$ cat config.mk
export PLATFORM = sky130hd
export DESIGN_NAME = piso_serializer
export DESIGN_NICKNAME = d
export VERILOG_FILES = /design/src/rtl/piso_serializer.sv
export SDC_FILE = /design/constraint.sdc
export NUM_CORES = 1
export LEC_CHECK = 0
export BUFFER_PORTS_ARGS = -buffer_cell sky130_fd_sc_hd__buf_2
export CAP_MARGIN = 20
export CORE_ASPECT_RATIO = 0.75
export CORE_MARGIN = 4
export CORE_UTILIZATION = 60
export CTS_BUF_LIST = sky130_fd_sc_hd__clkbuf_4
export CTS_CLUSTER_DIAMETER = 30
export DETAILED_ROUTE_END_ITERATION = 8
export GPL_TIMING_DRIVEN = 1
export PLACE_DENSITY = 0.8
export SETUP_SLACK_MARGIN = 0.5
export SYNTH_ARGS = -nofsm -noshare
export SYNTH_HDL_FRONTEND = slang
export SYNTH_SLANG_ARGS = --single-unit
$ cat constraint.sdc
create_clock -name clk -period 2.5 [get_ports clk]
set_clock_uncertainty 0.15 [all_clocks]
set_input_delay 0.5 -clock clk [delete_from_list [all_inputs] [get_ports clk]]
set_output_delay 0.5 -clock clk [all_outputs]
set_load 0.005 [all_outputs]
$ cat src/rtl/piso_serializer.sv
// Parallel-in, serial-out buffer: words queue in a small FIFO, then shift out
// LANES bits per beat with a per-word beat count and bit order.
module piso_serializer #(
    parameter int  DATA_BITS = 8,
    parameter int  LANES     = 1,
    parameter int  DEPTH     = 2,
    localparam int BEATS     = DATA_BITS / LANES,
    localparam int LEN_BITS  = $clog2(BEATS + 1)
) (
    input  logic                 clk,
    input  logic                 rst,
    input  logic                 input_valid,
    input  logic [DATA_BITS-1:0] input_data,
    input  logic [LEN_BITS-1:0]  input_beats,
    input  logic                 input_msb_first,
    output logic                 input_ready,
    output logic                 output_valid,
    output logic [LANES-1:0]     output_data,
    output logic                 output_last,
    input  logic                 output_ready,
    output logic                 busy
);

    localparam int PTR_BITS = (DEPTH > 1) ? $clog2(DEPTH) : 1;
    localparam int CNT_BITS = $clog2(DEPTH + 1);
    localparam logic [LEN_BITS-1:0] FULL_LEN  = LEN_BITS'(BEATS);
    localparam logic [LEN_BITS-1:0] ONE_LEN   = LEN_BITS'(1);
    localparam logic [PTR_BITS-1:0] LAST_PTR  = PTR_BITS'(DEPTH - 1);
    localparam logic [CNT_BITS-1:0] DEPTH_CNT = CNT_BITS'(DEPTH);

    logic [DATA_BITS-1:0] q_data  [DEPTH];
    logic [LEN_BITS-1:0]  q_beats [DEPTH];
    logic [DEPTH-1:0]     q_msb;
    logic [PTR_BITS-1:0]  head;
    logic [PTR_BITS-1:0]  tail;
    logic [CNT_BITS-1:0]  count;

    logic [DATA_BITS-1:0] buffer;
    logic [LEN_BITS-1:0]  remaining;
    logic                 msb_first;
    logic                 loaded;

    logic [LEN_BITS-1:0]  norm_beats;
    logic                 in_fire;
    logic                 out_fire;
    logic                 last_fire;
    logic                 free;
    logic                 pop;
    logic                 bypass;
    logic                 push;

    assign input_ready = (count < DEPTH_CNT);
    assign norm_beats  = ((input_beats == '0) || (input_beats > FULL_LEN)) ? FULL_LEN : input_beats;
    assign in_fire     = input_valid && input_ready;
    assign out_fire    = loaded && output_ready;
    assign last_fire   = out_fire && (remaining == ONE_LEN);
    assign free        = !loaded || last_fire;
    assign pop         = free && (count != '0);
    assign bypass      = free && (count == '0) && in_fire;
    assign push        = in_fire && !bypass;

    // Queue storage needs no reset; only pointers and count define validity.
    always_ff @(posedge clk) begin
        if (push) begin
            q_data[tail]  <= input_data;
            q_beats[tail] <= norm_beats;
            q_msb[tail]   <= input_msb_first;
        end
    end

    always_ff @(posedge clk) begin
        if (rst) begin
            head  <= '0;
            tail  <= '0;
            count <= '0;
        end else begin
            if (push) begin
                tail <= (tail == LAST_PTR) ? '0 : tail + PTR_BITS'(1);
            end
            if (pop) begin
                head <= (head == LAST_PTR) ? '0 : head + PTR_BITS'(1);
            end
            if (push && !pop) begin
                count <= count + CNT_BITS'(1);
            end else if (pop && !push) begin
                count <= count - CNT_BITS'(1);
            end
        end
    end

    // A finishing word hands over to the next one on the same edge, so beats
    // stay contiguous across word boundaries.
    always_ff @(posedge clk) begin
        if (rst) begin
            buffer    <= '0;
            remaining <= '0;
            msb_first <= 1'b0;
            loaded    <= 1'b0;
        end else if (pop) begin
            buffer    <= q_data[head];
            remaining <= q_beats[head];
            msb_first <= q_msb[head];
            loaded    <= 1'b1;
        end else if (bypass) begin
            buffer    <= input_data;
            remaining <= norm_beats;
            msb_first <= input_msb_first;
            loaded    <= 1'b1;
        end else if (last_fire) begin
            buffer    <= '0;
            remaining <= '0;
            loaded    <= 1'b0;
        end else if (out_fire) begin
            buffer    <= msb_first ? (buffer << LANES) : (buffer >> LANES);
            remaining <= remaining - ONE_LEN;
        end
    end

    always_comb begin
        output_data = '0;
        if (loaded) begin
            output_data = msb_first ? buffer[DATA_BITS-1 -: LANES] : buffer[LANES-1:0];
        end
    end

    assign output_valid = loaded;
    assign output_last  = loaded && (remaining == ONE_LEN);
    assign busy         = loaded || (count != '0);

endmodule

==> flow_summary.ini, run 1 <==
[status]
outcome = completed

[setup_path]
startpoint = remaining[1]
critPathRequiredTime_ns = 2.63
arrival_ns = 2.26
r2r-start = remaining[1]
path_max_fanout = 9
cp_common_cell = buf_8
slowest_delay_ns = 0.36
crit_path_start_kind = register
endpoint_kind = register
crit_type = reg -> reg
worstPathCellList = inv_2 -> ha_4 -> nand4bb_4 -> buf_6 -> buf_8 -> buf_8 -> a21oi_1 -> o221ai_1 -> a32o_1
rrSetupSlack_ns = 0.37
cpMaxStageDelayCell = dfxtp_2

[timing]
worst_slew_pin_slew_ns = 0.411
final_max_slew_viol_count = 0
rsz0062_at_grt = true
max_freq_mhz = 470
period_share_pct = 85.1
max_slew_margin_pct = 72.4
setup-tns-final_ns = 0
finalWorstPathRequiredPeriod_ns = 2.13
setup_viol = 0
hold_viol = 0

[finish]
n_antenna_cell = 0
final_common_cell = edfxtp_1
final_area_um2 = 2880
final_cell_mix = edfxtp_1, buf_2, mux2i_1
drive_gt1_share_pct = 38.7
syn2layout_area_growth_pct = 21.1
nets = 262

[floorplanning]
start_util_pct = 63.8
die_area_um2 = 5050
die_x_um = 80.7
rows = 19
ioPinCount = 22
core_um2 = 3730
die_h_um = 62.6

[synthesis]
yosysWarnings = 0
synth_cell_types = 51
netlist.area_leader.share_pct = 32.8
synth_area_leaders = edfxtp_1, dfxtp_1, mux2i_1, a32o_1, nor2b_1
avgSynthCellArea_um2 = 11.3
syn_inst = 211
ys_seq_area_share_pct = 48.8
syn-num-nets = 231
synth_top_cell_by_area = edfxtp_1
syn_area_um2 = 2380
ys_seq_elements = 45

[clocking]
clk_pin_slew_ns = 0.15
cts_hold_buf = 0
clock_latency_ns = 0.37
clock-root-buffer = clkbuf_4
h-tree-depth = 2
cts-buffers-inserted = 5
cts_sinks = 45
clockBufferDepth = 2
cts_tree = built

[power]
peakVddDrop_v = 0.000629
powerDensity_nw_per_um2 = 1090
p_leak_uw = 0.00106

[global_route]
overflow = 0
grt.total_usage_pct = 25.4
grt_pass1_wl_mm = 9.64
grt_antenna_before_repair = 0
grt_pass1_vias = 1817
grt_max_degree = 22

[place]
port_buffers = 21
hpwl_mm = 3.71
place_area_um2 = 2490
place.gp.congestion = 0.892

[routing]
ant_nets = 0
vias = 2007
via_per_inst = 6.80
drt_first_pass_iters = 6
wl_mm = 6.36
wire_per_inst_um = 21.6
drt_iter0_drc = 374
drc = 0

[hold_path]
hold_path_class = in -> reg
worstHoldStart = input_data[1]

[flow_run]
cap_violations = 0
==> logic make-up after synthesis <==
group,count (synthesis),synth area share (%)
AOI/OAI and AO/OA,64,20.1
and+or+nand+nor,53,14.4
DFF,45,48.8
buffers and inverters,26,6.83
muxes,17,7.20
xor gates and xnor gates,3,1.10
adders and majority gates,3,1.58
==> synthesized netlist by cell type, drive strengths merged <==
| library cell | n |
|---|---|
| a211o | 1 |
| a211oi | 11 |
| a21o | 1 |
| a21oi | 15 |
| a221o | 1 |
| a221oi | 2 |
| a22o | 1 |
| a311oi | 2 |
| a31oi | 1 |
| a32o | 9 |
| a41o | 1 |
| and2 | 4 |
| and2b | 1 |
| and3 | 3 |
| and4bb | 1 |
| buf | 10 |
| clkbuf | 9 |
| dfxtp | 19 |
| edfxtp | 26 |
| ha | 3 |
| inv | 7 |
| mux2 | 1 |
| mux2i | 16 |
| nand2 | 4 |
| nand3 | 1 |
| nand4 | 1 |
| nand4bb | 1 |
| nor2 | 7 |
| nor2b | 14 |
| nor3 | 3 |
| nor3b | 1 |
| nor4 | 2 |
| o21a | 1 |
| o21ai | 5 |
| o21bai | 1 |
| o221ai | 8 |
| o31ai | 3 |
| o41a | 1 |
| or2 | 2 |
| or2b | 3 |
| or3 | 3 |
| or4 | 2 |
| xnor2 | 1 |
| xor2 | 2 |
==> what timing repair did <==
| item | CTS | global route |
|---|---|---|
| endpoints found under the setup margin | 40 | 15 |
| gates resized for setup | 19 | 26 |
| buffers inserted | 10 | 4 |
| gates cloned | 1 | 0 |
| pin swaps | 4 | 10 |
==> critical path, delay by kind of cell, from the launching register on <==
family | cells | cell delay, ns
AOI/OAI and AO/OA | 3 | 0.73
buffers and inverters | 4 | 0.51
DFF | 1 | 0.36
adders and majority gates | 1 | 0.15
and+or+nand+nor | 1 | 0.13
==> where the power goes <==
group          switching, µW  internal, µW  total, µW  leakage, µW
Combinational            869           755       1620     0.000624
Clock                    258           112        371    0.0000332
Sequential               160           977       1140     0.000398
Total                   1290          1840       3130      0.00106
==> metal layers <==
metal	share of wire (%)	GRT usage (%)
met5	0	0
met4	2.9	8.44
met3	11	5.19
met2	43	35.5
met1	42	38.9
==> sequential cells by signal, summed over array words and instances, names as in the netlist, named ones only <==
name,flops
remaining,4
buffer,8
output_valid,1
head,1
q_msb,2
q_data,16
count,2
msb_first,1
q_beats,8
tail,1
==> per-stage QoR <==
stage / setup slack [ns] / cells / hold WS [ns] / total power (µW) / util [%]
6_report: 0.374 / 295 / 0.183 / 3130 / 77.3
5_1_grt: 0.349 / 295 / 0.162 / 3310 / 77.3
4_1_cts: 0.441 / 291 / 0.185 / 2890 / 73.4
3_5_place_dp: 0.261 / 272 / 0.335 / 2350 / 66.8
3_3_place_gp: 0.345 / 272 / 0.325 / 2300 / 66.8
2_1_floorplan: 0.420 / 211 / 0.301 / 2100 / -
==> final timing paths <==
| check | depth (start not counted) | end |
|---|---|---|
| min reg2reg | 2 | tail |
| max | 9 | buffer[6] |
| min | 1 | q_data[1][1] |
| max reg2reg | 9 | buffer[6] |
==> cell type report <==
class	count	area, µm²
clock buffers	5	37.5
clock inverters	3	21.3
fillers	241	848
inverters	7	26.3
multi-input cells	140	1220
flip-flops and latches	45	1180
well taps	52	65.1
repair buffers	43	338
No activity file was read; power rests on OpenSTA's default activity.
==> inputs of run 2 (changes only) <==
--- a/config.mk
+++ b/config.mk
@@ -10,7 +10,7 @@
 export CORE_ASPECT_RATIO = 0.75
 export CORE_MARGIN = 4
 export CORE_UTILIZATION = 60
-export CTS_BUF_LIST = sky130_fd_sc_hd__clkbuf_4
+export CTS_BUF_LIST = sky130_fd_sc_hd__clkbuf_8
 export CTS_CLUSTER_DIAMETER = 30
 export DETAILED_ROUTE_END_ITERATION = 8
 export GPL_TIMING_DRIVEN = 1
==> flow_summary.ini, run 2 (same netlist as run 1, synthesis figures left out) <==
[setup_path]
crit_buf_inv = 3
crit_family = compound AO/OA/AOI/OAI gates
critPathRequiredTime_ns = 2.55
crit_type = reg -> reg
path_max_fanout = 7
endpoint_kind = register
worstPathCellList = inv_2 -> ha_4 -> nand4bb_4 -> buf_6 -> buf_4 -> a211o_4 -> and3_2 -> a22o_1
cpMaxStageDelayCell = a211o_4
arrival_ns = 2.09
crit_path_start_kind = register
slowest_delay_ns = 0.35

[routing]
wire_per_inst_um = 21.2
drc = 0
vias = 1965
ant_nets = 0
drt_first_pass_iters = 6
via_per_inst = 6.68
drt_iter0_drc = 457
wl_mm = 6.24

[finish]
n_antenna_cell = 0
largest_register_ff_count = 16
reg_top3 = q_data (16), buffer (8), q_beats (8)
final_area_um2 = 2890
nets = 261
postLayoutCoreUtil_pct = 77.4
largest-register = q_data
final_cell_mix = edfxtp_1, buf_2, buf_4
final_common_cell = edfxtp_1
syn2layout_area_growth_pct = 21.3
fillCellCount = 238
drive_gt1_share_pct = 39.3
stdcell_count = 294

[timing]
setup-tns-final_ns = 0
final_max_slew_viol_count = 0
setup_viol = 0
worst_slew_pin_slew_ns = 0.435
setup_slack_ns = 0.462
finalWorstPathRequiredPeriod_ns = 2.04
rsz0062_at_grt = true
max_slew_margin_pct = 70.8
period_share_pct = 81.5
max_freq_mhz = 491
hold_viol = 0

[place]
hpwl_mm = 3.71
place.gp.congestion = 0.892
place_area_um2 = 2490
port_buffers = 21
dp_cells = 272
dp_slack_ns = 0.261

[global_route]
grt_max_degree = 22
met2_usage_pct = 34.2
grtUsageMet1_pct = 36.8
grt_pass1_wl_mm = 9.38
overflow = 0
grt_pass1_vias = 1773
grt_antenna_before_repair = 0
busiest_layer = met1
use_met3_pct = 6.48
grt.total_usage_pct = 24.2

[floorplanning]
ioPinCount = 22
start_util_pct = 63.8
die_x_um = 80.7
die_h_um = 62.6
rows = 19
die_area_um2 = 5050
core_um2 = 3730

[clocking]
clock_latency_ns = 0.30
h-tree-depth = 2
cts-buffers-inserted = 5
clock-root-buffer = clkbuf_8
clk_pin_slew_ns = 0.09
clockBufferDepth = 2
cts_sinks = 45
cts_tree = built

[status]
outcome = completed

[power]
pwr-share-comb_pct = 50.0
p_int_uw = 1900
p_sw_share_pct = 40.2
clkPwrFrac_pct = 14.5
powerDensity_nw_per_um2 = 1100
p_sw_uw = 1280
peakVddDrop_v = 0.000666
p_leak_uw = 0.00106
p_seq_share_pct = 35.6

[hold_path]
hold_path_class = in -> reg

[flow_run]
cap_violations = 0
run 2: metal layers:
metal	part of all wire (%)	routed length (µm)	up-vias
met5	0	0	-
met4	1.4	90	0
met2	44	2760	149
li1	-	-	875
met3	13	821	19
met1	41	2570	922
run 2: timing repair:
| action | 4_1_cts | 5_1_grt |
|---|---|---|
| gates cloned | 1 | 0 |
| endpoints found under the setup margin | 37 | 15 |
| setup buffers | 9 | 4 |
| pin swaps | 3 | 9 |
| hold buffers | 0 | 0 |
| gates resized for setup | 14 | 25 |
run 2: final cells by class:
| cell class | instances | area [µm²] | area share, % |
|---|---|---|---|
| Clock buffer | 5 | 68.8 | 2.38 |
| Clock inverter | 3 | 21.3 | 0.736 |
| Inverter | 7 | 26.3 | 0.909 |
| Multi-Input combinational cell | 140 | 1220 | 42.3 |
| Sequential cell | 45 | 1170 | 40.5 |
| Tap cell | 52 | 65.1 | 2.25 |
| Timing Repair Buffer | 42 | 315 | 10.9 |
run 2: worst paths after layout:
| path | slack, ns | end | from | depth (start not counted) |
|---|---|---|---|---|
| setup / recovery | 0.46 | remaining[2] | remaining[1] | 8 |
| hold / removal | 0.27 | q_msb[1] | input_msb_first | 1 |
| setup reg to reg | 0.46 | remaining[2] | remaining[1] | 8 |
| hold reg to reg | 0.36 | tail | tail | 2 |
run 2: power by group through the flow:
stage | Sequential (µW) | Combinational (µW) | Clock, µW
floorplan | 1060 | 1040 | 0
global placement | 1120 | 1190 | 0
detailed placement | 1130 | 1220 | 0
CTS | 1120 | 1370 | 464
global route | 1150 | 1710 | 504
finish | 1130 | 1590 | 460
run 2: per-stage QoR:
step,hold WS (ns),power (µW)
4_1_cts,0.263,2960
3_5_place_dp,0.335,2350
2_1_floorplan,0.301,2100
6_report,0.271,3180
5_1_grt,0.264,3360
3_3_place_gp,0.325,2300
